$ cat config.mk
export PLATFORM = sky130hd
export DESIGN_NAME = primegen
export DESIGN_NICKNAME = d
export VERILOG_FILES = /design/src/rtl/primegen.sv
export SDC_FILE = /design/constraint.sdc
export NUM_CORES = 1
export LEC_CHECK = 0
export BUFFER_PORTS_ARGS = -buffer_cell sky130_fd_sc_hd__buf_2
export CAP_MARGIN = 20
export CORE_MARGIN = 1.5
export CORE_UTILIZATION = 50
export CTS_CLUSTER_DIAMETER = 60
export DETAILED_ROUTE_END_ITERATION = 16
export MAX_ROUTING_LAYER = met4
export PLACE_DENSITY = 0.64
export RECOVER_POWER = 25
export SLEW_MARGIN = 20
export SYNTH_ARGS = -nofsm -noshare
export SYNTH_HDL_FRONTEND = slang
export SYNTH_SLANG_ARGS = --single-unit
$ cat constraint.sdc
create_clock -name clk -period 2.9 [get_ports clk]
set_input_delay 0.29 -clock clk [delete_from_list [all_inputs] [get_ports clk]]
set_output_delay 0.29 -clock clk [all_outputs]
set_load 0.05 [all_outputs]
$ cat src/rtl/primegen.sv
// primegen: sequential prime-number generator.
// After reset res=1. Each accepted go advances res to the next prime.
// Primes are found by trial division against odd divisors. The remainder is
// formed by repeated subtraction, so the block needs no divider.
// Candidate and divisor arithmetic is WIDTH+1 bits wide. This lets a candidate
// that has run past 2^WIDTH-1 be seen and flagged as overflow.
// Optional feature: define PRIMEGEN_SMALL_TABLE_EN to step through primes below
// 31 from a constant table (2-cycle latency). Trial division is then used only
// from 31 upward. The output sequence is the same either way.

module primegen #(
    parameter int WIDTH = 16
) (
    input  logic             clk,
    input  logic             rst,
    input  logic             go,
    output logic             ready,
    output logic             error,
    output logic [WIDTH-1:0] res
);

    typedef enum logic [2:0] {
        S_IDLE,
        S_CHECK,
        S_TEST,
        S_DIV,
        S_DONE,
        S_ERR
    } state_t;

    localparam logic [WIDTH:0] MAX_CAND = {1'b0, {WIDTH{1'b1}}};
    localparam logic [WIDTH:0] C_ONE    = (WIDTH+1)'(1);
    localparam logic [WIDTH:0] C_TWO    = (WIDTH+1)'(2);
    localparam logic [WIDTH:0] C_THREE  = (WIDTH+1)'(3);
    localparam logic [WIDTH:0] C_FOUR   = (WIDTH+1)'(4);
    localparam logic [WIDTH:0] C_NINE   = (WIDTH+1)'(9);

    state_t         state;
    logic [WIDTH:0] cand;   // candidate under test
    logic [WIDTH:0] d;      // current odd trial divisor
    logic [WIDTH:0] dsq;    // d*d, kept incrementally
    logic [WIDTH:0] rem;    // running remainder of cand / d
    logic [WIDTH:0] res_ext;

    assign res_ext = {1'b0, res};

`ifdef PRIMEGEN_SMALL_TABLE_EN
    // Successor of each small prime. The value 1 maps to 2 so that the
    // sequence starts from the reset value.
    function automatic int small_next(input int r);
        case (r)
            1:       return 2;
            2:       return 3;
            3:       return 5;
            5:       return 7;
            7:       return 11;
            11:      return 13;
            13:      return 17;
            17:      return 19;
            19:      return 23;
            23:      return 29;
            29:      return 31;
            default: return 0;
        endcase
    endfunction
`endif

    // Control FSM and datapath. All outputs are registered here.
    always_ff @(posedge clk) begin
        // NOTE: sequential state uses non-blocking assignments only, so every
        // register samples the pre-edge values of the others.
        if (rst) begin
            // NOTE: the datapath registers are cleared as well. They are a
            // handful of flops, and clearing them keeps simulation free of X.
            state <= S_IDLE;
            res   <= {{(WIDTH-1){1'b0}}, 1'b1};
            ready <= 1'b1;
            error <= 1'b0;
            cand  <= '0;
            d     <= '0;
            dsq   <= '0;
            rem   <= '0;
        end else begin
            case (state)
                S_IDLE: begin
                    if (go && !error) begin
                        ready <= 1'b0;
`ifdef PRIMEGEN_SMALL_TABLE_EN
                        if (res_ext < (WIDTH+1)'(31)) begin
                            cand  <= (WIDTH+1)'(small_next(int'(res)));
                            state <= S_DONE;
                        end else begin
                            cand  <= res_ext + C_TWO;
                            state <= S_CHECK;
                        end
`else
                        if (res_ext == C_ONE) begin
                            cand  <= C_TWO;
                            state <= S_DONE;
                        end else if (res_ext == C_TWO) begin
                            cand  <= C_THREE;
                            state <= S_DONE;
                        end else begin
                            cand  <= res_ext + C_TWO;
                            state <= S_CHECK;
                        end
`endif
                    end
                end

                S_CHECK: begin
                    if (cand > MAX_CAND) begin
                        error <= 1'b1;
                        ready <= 1'b1;
                        state <= S_ERR;
                    end else begin
                        d     <= C_THREE;
                        dsq   <= C_NINE;
                        state <= S_TEST;
                    end
                end

                S_TEST: begin
                    // No divisor up to sqrt(cand) divides it, so cand is prime.
                    if (dsq > cand) begin
                        state <= S_DONE;
                    end else begin
                        rem   <= cand;
                        state <= S_DIV;
                    end
                end

                S_DIV: begin
                    if (rem >= d) begin
                        rem <= rem - d;
                    end else if (rem == '0) begin
                        cand  <= cand + C_TWO;
                        state <= S_CHECK;
                    end else begin
                        // (d+2)^2 = d^2 + 4d + 4
                        d     <= d + C_TWO;
                        dsq   <= dsq + (d << 2) + C_FOUR;
                        state <= S_TEST;
                    end
                end

                S_DONE: begin
                    res   <= cand[WIDTH-1:0];
                    ready <= 1'b1;
                    state <= S_IDLE;
                end

                S_ERR: begin
                    state <= S_ERR;
                end

                default: begin
                    state <= S_IDLE;
                end
            endcase
        end
    end

endmodule

Yosys cells after proc, flatten, opt, wreduce, memory -nomap -nowiden

Index checks and enable logic that the tools add are counted.

Magnitude comparators: 3
Equality and inequality tests: 15
Muxes and demuxes: 28
Reductions and logical operators: 14
$add $sub $neg: 6

Operators with widths:

| kind                                                            | number |
|---|---|
| 2-to-1 mux 17 bit                                               | 13 |
| one-hot mux 17 bit (2 select lines)                             | 4 |
| adder 17 x 2 -> 17 bit, second input constant                   | 2 |
| 2-to-1 mux 3 bit                                                | 6 |
| adder 16 x 2 -> 17 bit, second input constant                   | 1 |
| adder 17 bit                                                    | 1 |
| adder 17 x 3 -> 17 bit, second input constant                   | 1 |
| >= comparator 17 bit                                            | 1 |
| greater-than comparator 17 x 16 -> 1 bit, second input constant | 1 |
| greater-than comparator 17 bit                                  | 1 |
| zero test 17 bit                                                | 1 |
| subtractor 17 bit                                               | 1 |
| equality test 16 x 1 -> 1 bit, second input constant            | 1 |
| equality test 16 x 2 -> 1 bit, second input constant            | 1 |
| inequality test 2 bit, second input constant                    | 8 |
| one-hot mux 3 bit (5 select lines)                              | 1 |
| AND reduction 4 bit                                             | 2 |
| equality test 3 x 2 -> 1 bit, second input constant             | 2 |
| equality test 3 bit, second input constant                      | 2 |
| AND reduction 3 bit                                             | 2 |
| nonzero test 2 bit                                              | 3 |
| AND reduction 2 bit                                             | 2 |
| equality test 3 x 1 -> 1 bit, second input constant             | 1 |
| zero test 3 bit                                                 | 1 |
| other kinds (6)                                                 | 7 |

Word-level logic and storage cells: 74
Output and inout port bits: 18
Register bits after elaboration: 89

Longest topological paths before layout

Gate-level depths: netlist (run 1).

Word-level depth: 5
Depth in mapped cells: 14
Mapped depth without buffers: 14

Least setup slack after synthesis (run 1)

OpenSTA, ideal clock, no wires.

Kind: register -> register
From: register d[14]
To: register d[9]
Data required time: 2.812 ns
Arrival time: 2.521 ns
Clock period less this slack: 2.610 ns
Cell stages (with the launch flop): 12
Buffers on the path: 1
Setup slack: 0.290 ns
Cells stage by stage: dfxtp_1 inv_1 ha_1 buf_6 a21o_1 a211oi_2 o41ai_2 or4_4 o21ai_4 inv_2 o21a_1 a311oi_2

Longest elaborated chain between the ends: 3

Ends and longest elaborated chain:

| item                            | line | source |
|---|---|---|
| start: declaration              | 40   | `logic [WIDTH:0] d;` |
| start signal: assignment        | 141  | `d <= d + C_TWO;` |
| >= comparator 17 bit            | 134  | `if (rem >= d) begin` |
| inequality test 2 bit (no line) | --   |  |
| AND reduction 4 bit (no line)   | --   |  |

Every way passes these cells.
A chain may end at the register's enable or synchronous reset.

Worst setup path after layout (run 1)

From: register d[14]
To: register d[13]

The elaborated chain is that of the path after synthesis.

==> results of run 1 <==
[worst paths after layout]
| path | slack (ns) | start | endpoint | cells after the start |
|---|---|---|---|---|
| max | 0.12 | d[14]$_SDFFE_PP0P_ | d[13]$_SDFFE_PP0P_ | 10 |
| min | 0.30 | go | ready$_SDFFE_PP1P_ | 3 |
| max reg2reg | 0.12 | d[14]$_SDFFE_PP0P_ | d[13]$_SDFFE_PP0P_ | 10 |
| min reg2reg | 0.48 | dsq[6]$_SDFFE_PP0P_ | dsq[6]$_SDFFE_PP0P_ | 2 |
[cell type report]
cell class              instances  area [um2]  share of cell area (%)
clock buffers                  11       242.7                   3.228
clock inverters                 5       103.9                   1.381
inverters                      47       176.4                   2.346
multi-input cells             675        4458                   59.28
flip-flops and latches         88        1768                   23.51
well taps                     172       215.2                   2.862
repair buffers                 77       555.5                   7.388
[worst max-delay path: stages (launching register included)]
cell and delay, ns:
dfxtp_1 0.33, inv_1 0.08, ha_2 0.34, a21o_1 0.21
a211oi_2 0.26, o41ai_4 0.14, or4_4 0.54, o21ai_4 0.20
buf_4 0.17, nand4_1 0.11, a221oi_2 0.29
[logic make-up (layout without fill, tap and decap cells)]
kind of cell	after synthesis	after routing	share of synthesized area, %
AO/OA/AOI/OAI	234	234	23.92
XOR/XNOR	30	30	4.042
adder cells (fa/ha/maj)	65	65	12.74
buffers and inverters	91	140	5.870
flip-flops	88	88	27.10
multiplexers	4	4	0.6351
AND/OR/NAND/NOR	342	342	25.69
[state kept, by name, indices dropped and copies added (netlist names)]
name   flops
d         17
cand      17
rem       17
res       16
dsq       16
error      1
ready      1
state      3
[per-layer routing]
layer | wire length [um] | vias up | share of wire (%)
met2 | 8797 | 211 | 46
met5 | 0 | - | 0
met4 | 562 | 0 | 3.0
met1 | 8562 | 3023 | 45
met3 | 1114 | 33 | 5.9
li1 | - | 3176 | -
[per-stage QoR]
step                      area (um2)  util [%]  setup WS, ns    TNS, ns
after floorplan                 6501         -        0.2904          0
after global placement          7053     55.66       0.02744          0
after detailed placement        7053     55.66     -0.004259  -0.004259
after CTS                       7415     58.52       0.01798          0
after global routing            7520     59.35      -0.01441   -0.01441
final                           7520     59.35        0.1219          0
[synth_stat cells, drive strengths merged (11+ instances only)]
library cell,number
ha,63
nand2,105
xnor2,19
inv,47
buf,12
xor2,11
clkbuf,32
a21o,16
nand4,20
a21oi,87
a311oi,16
o21ai,39
nor4,12
nor3,29
a211oi,23
nand3,27
dfxtp,88
nor2,83
[report_power, final]
group          total (mW)  internal [mW]  switching, mW
sequential           1.58           1.39          0.194
clock                1.37          0.866          0.507
combinational        3.95           1.63           2.32
[timing repair]
action,4_1_cts,5_1_grt
setup buffers,2,3
resized for setup,0,25
pin swaps,1,14
setup endpoints to repair,1,38
==> reports/metrics.yaml, run 1 <==
port_buffers: 20
grt_pass1_wl_um: 30020
cts_root_buf: "clkbuf_16"
ys_seq_elements: 88
antenna_found_initial: 0
cts_buffers: 9
fin_crit_ns: 2.778
yosys_warnings: 0
met2_usage_pct: 46.55
cp_max_fo: 8
final_cells: 1075
slew_viol_final: 0
cap_violations: 0
synthArstFlopShare_pct: 0
final_cell_mix: "nand2_1 (104), dfxtp_1 (83), a21oi_1 (82), nor2_1 (82), ha_1 (58)"
synth.area.top_cells: "dfxtp_1 (27%), ha_1 (12%), a21oi_1 (6.7%)"
antennaDiodeCount: 0
final_common_cell: "nand2_1"
synth_top_area_cell: "dfxtp_1"
core-area_um2: 12670
overflow: 0
power_density_nw_per_um2: 919.1
routed_via_density: 5.993
rows: 41
synth-seq-area-share_pct: 27.10
worstPathRequired_ns: 3.16
htree_levels: 3
synth_top_area_share_pct: 27.10
top_usage_layer: "met2"
max_freq_mhz: 360.0
grt_pass1_vias: 5838
tritoncts: "built"
initial_core_util_pct: 51.31
drive_above_1_share_pct: 12.96
globalplace.congestion: 0.9228
synth_area_um2: 6501
wl_um: 19040
worstPathArrival_ns: 3.04
hold_viol_final: 0
min_path_type: "primary input to register"
final_net_count: 966
ys_dominant_reg_cell: "dfxtp_1"
cts_sinks: 88
fillCellCount: 1187
clock_skew_ns: 0.005506
worstSetupEndpointType: "register"
postSynthAreaPerCell_um2: 7.613
path_clk_slew_ns: 0.06
use_met3_pct: 5.046
met1_usage_pct: 37.91
ant_nets: 0
yosysUniqueCellTypes: 70
syn2layout_area_growth_pct: 15.67
drt_iter0_markers: 446
setup_viol: 0
die_x_um: 117.0
finalPower_mw: 6.911
final.hold.worst_slack_ns: 0.2972
ctsHoldBuffers: 0
dr_total_vias: 6443
fin_crit_sh_pct: 95.79
wire_per_inst_um: 17.71
outcome: "complete, no violations"
synth_edf_count: 0
relSlewSlack_pct: 38.61
ir_drop_uv: 616.3
syn_nets: 922
cts.path.max_buffers: 2
io_pins: 21
worst_pin_slew_ns: 0.9203
p_leak_nw: 2.905
clk_latency_ns: 0.35
synthCells: 854
dieHeight_um: 117.0
cp-start-kind: "register"
firstDrtPassIters: 5
dpl.cell_count: 1054
dp_hpwl_um: 14510
grt_max_degree: 59
drc: 0
grt_usage_pct: 29.42
critPathKind: "register to register"
die_area_um2: 13700
Power figures use the tool's default switching activity.
==> run 2, diff against run 1 <==
Settings changed: REMOVE_ABC_BUFFERS set to 1.
==> run 2 against run 1 <==
Utilization fell by 0.33 points. Non-clock buffer count rose by 3. First-iteration DRC count rose by 16%. Largest cell class unchanged. Largest power group unchanged.
==> reports/metrics.yaml, run 2 (synthesis results as in run 1) <==
cp_top_family: "simple AND/OR/NAND/NOR gates"  # was compound AO/OA/AOI/OAI gates
dr_total_vias: 6385  # was 6443
pre_cts_ws_ns: -0.03309  # was -0.004259 ns
slowest_stage: "or4_1"  # was or4_4
pwr-share-clk_pct: 18.9  # was 19.9%
worst_slack_ns: 0.1602  # was 0.1219 ns
clk_latency_ns: 0.35  # about the same
wl_um: 18370  # was 19040 um
antennaDiodeCount: 0  # unchanged
fillCellCount: 1203  # was 1187
min_path_type: "primary input to register"  # unchanged
slew_viol_final: 0  # unchanged
hold_viol_final: 0  # unchanged
setup_viol: 0  # unchanged
ant_nets: 0  # unchanged
critical_path_buf_inv_count: 1  # was 2
crit_top_cell: "a21oi_1"
firstDrtPassIters: 5  # unchanged
fin_crit_sh_pct: 94.48  # was 95.79%
final_common_cell: "nand2_1"  # unchanged
pwr-share-seq_pct: 23.2  # was 22.9%
placed_area_um2: 7071  # was 7053 um2
final_net_count: 969  # was 966
critPathKind: "register to register"  # unchanged
worstPathRequired_ns: 3.18  # was 3.16 ns
rsz0062_at_grt: "true"
crit_path_max_incr_delay_ns: 0.51  # was 0.54 ns
rows: 41  # unchanged
ir_drop_uv: 583.9  # was 616.3 uV
initial_core_util_pct: 51.31  # unchanged
htree_levels: 3  # unchanged
port_buffers: 20  # unchanged
p_int_mw: 3.803  # was 3.890 mW
p_leak_nw: 2.917  # was 2.905 nW
max_freq_mhz: 365.0  # was 360.0 MHz
drc: 0  # unchanged
power_density_nw_per_um2: 914.8  # was 919.1 nW/um2
cts_sinks: 88  # unchanged
io_pins: 21  # unchanged
routed_via_density: 5.923  # was 5.993
core-area_um2: 12670  # unchanged
final_cell_mix: "nand2_1 (104), dfxtp_1 (87), a21oi_1 (83), nor2_1 (81), ha_1 (62)"  # was nand2_1 (104), dfxtp_1 (83), a21oi_1 (82), nor2_1 (82), ha_1 (58)
relSlewSlack_pct: 44.02  # was 38.61%
dp_hpwl_um: 13990  # was 14510 um
worstPathArrival_ns: 3.02  # was 3.04 ns
wire_per_inst_um: 17.04  # was 17.71 um
cts_buffers: 9  # unchanged
die_area_um2: 13700  # unchanged
drive_above_1_share_pct: 12.25  # was 12.96%
combPwrFrac_pct: 57.9  # was 57.2%
fin_area_um2: 7478  # was 7520 um2
reg_top3: "cand (17), d (17), rem (17)"  # unchanged
tritoncts: "built"  # unchanged
grt_pass1_wl_um: 29700  # was 30020 um
antenna_found_initial: 0  # unchanged
overflow: 0  # unchanged
globalplace.congestion: 0.9273  # was 0.9228
cp_max_fo: 5  # was 8
clock_skew_ns: 0.008002  # was 0.005506 ns
ctsHoldBuffers: 0  # unchanged
worst_pin_slew_ns: 0.8393  # was 0.9203 ns
cap_violations: 0  # unchanged
grt_usage_pct: 28.84  # was 29.42%
switchingPower_mw: 3.038  # was 3.021 mW
crit_chain: "inv_1 > ha_1 > a21oi_1 > o21ai_1 > or3_1 > o211ai_1 > a21o_1 > nand2_2 > or4_1 > a21oi_1"  # was inv_1 > ha_2 > a21o_1 > a211oi_2 > o41ai_4 > or4_4 > o21ai_4 > buf_4 > nand4_1 > a221oi_2
cp-start-kind: "register"  # unchanged
syn2layout_area_growth_pct: 15.03  # was 15.67%
cts.path.max_buffers: 2  # unchanged
cts_root_buf: "clkbuf_16"  # unchanged
switching_share_pct: 44.41  # was 43.71%
fin_crit_ns: 2.740  # was 2.778 ns
dieHeight_um: 117.0  # unchanged
grt_pass1_vias: 5885  # was 5838
die_x_um: 117.0  # unchanged
drt_iter0_markers: 518  # was 446
outcome: "complete, no violations"  # unchanged
grt_max_degree: 36  # was 59
path_clk_slew_ns: 0.07  # was 0.06 ns
worstSetupEndpointType: "register"  # unchanged
[run 2: final timing paths]
kind                       from                   end  slack [ns]  cells past startpoint
max           d[5]$_SDFFE_PP0P_  dsq[12]$_SDFFE_PP0P_        0.16                     10
min                          go    ready$_SDFFE_PP1P_        0.30                      3
min reg2reg  d[16]$_SDFFE_PP0P_    d[16]$_SDFFE_PP0P_        0.49                      1
max reg2reg   d[5]$_SDFFE_PP0P_  dsq[12]$_SDFFE_PP0P_        0.16                     10
[run 2: what timing repair did]
action	in CTS	in global routing
pin swaps	1	11
resized for setup	3	14
setup buffers	0	4
endpoints found under the setup margin	13	43
[run 2: cell type report]
cell class	count	area [um2]	share of cell area [%]
timing repair buffer	80	569.3	7.613
multi-input combinational	675	4431	59.24
clock inverter	4	77.57	1.037
inverter	47	176.4	2.359
sequential	88	1763	23.57
clock buffer	12	246.5	3.296
tap	172	215.2	2.878
[run 2: through the flow]
step	std cells	setup TNS [ns]	hold slack [ns]	power (mW)	utilization (%)
2_1_floorplan	810	-8.294	0.3546	4.143	-
3_3_place_gp	1058	0	0.4551	5.199	55.80
3_5_place_dp	1058	-0.1153	0.4628	5.243	55.80
4_1_cts	1074	0	0.2890	6.598	58.49
5_1_grt	1078	-0.05981	0.3230	7.283	59.02
6_report	1078	0	0.2976	6.841	59.02
[run 2: worst min-delay path, stage by stage]
cell	delay [ns]
buf_2	0.11
nand3_1	0.09
a2111o_1	0.13
[run 2: power by group through the flow]
| stage | clock (mW) | combinational (mW) | sequential [mW] |
|---|---|---|---|
| 2_1_floorplan | 0 | 2.48 | 1.66 |
| 3_3_place_gp | 0 | 3.60 | 1.60 |
| 3_5_place_dp | 0 | 3.64 | 1.60 |
| 4_1_cts | 1.31 | 3.71 | 1.58 |
| 5_1_grt | 1.37 | 4.31 | 1.61 |
| 6_report | 1.29 | 3.96 | 1.58 |
[run 2: metal layers]
layer / GRT usage, % / wire [um] / vias to the layer above
met5: - / 0 / -
met4: 9.558 / 408 / 0
met3: 3.244 / 802 / 24
met2: 43.90 / 8218 / 145
met1: 39.94 / 8940 / 3024
li1: - / - / 3192
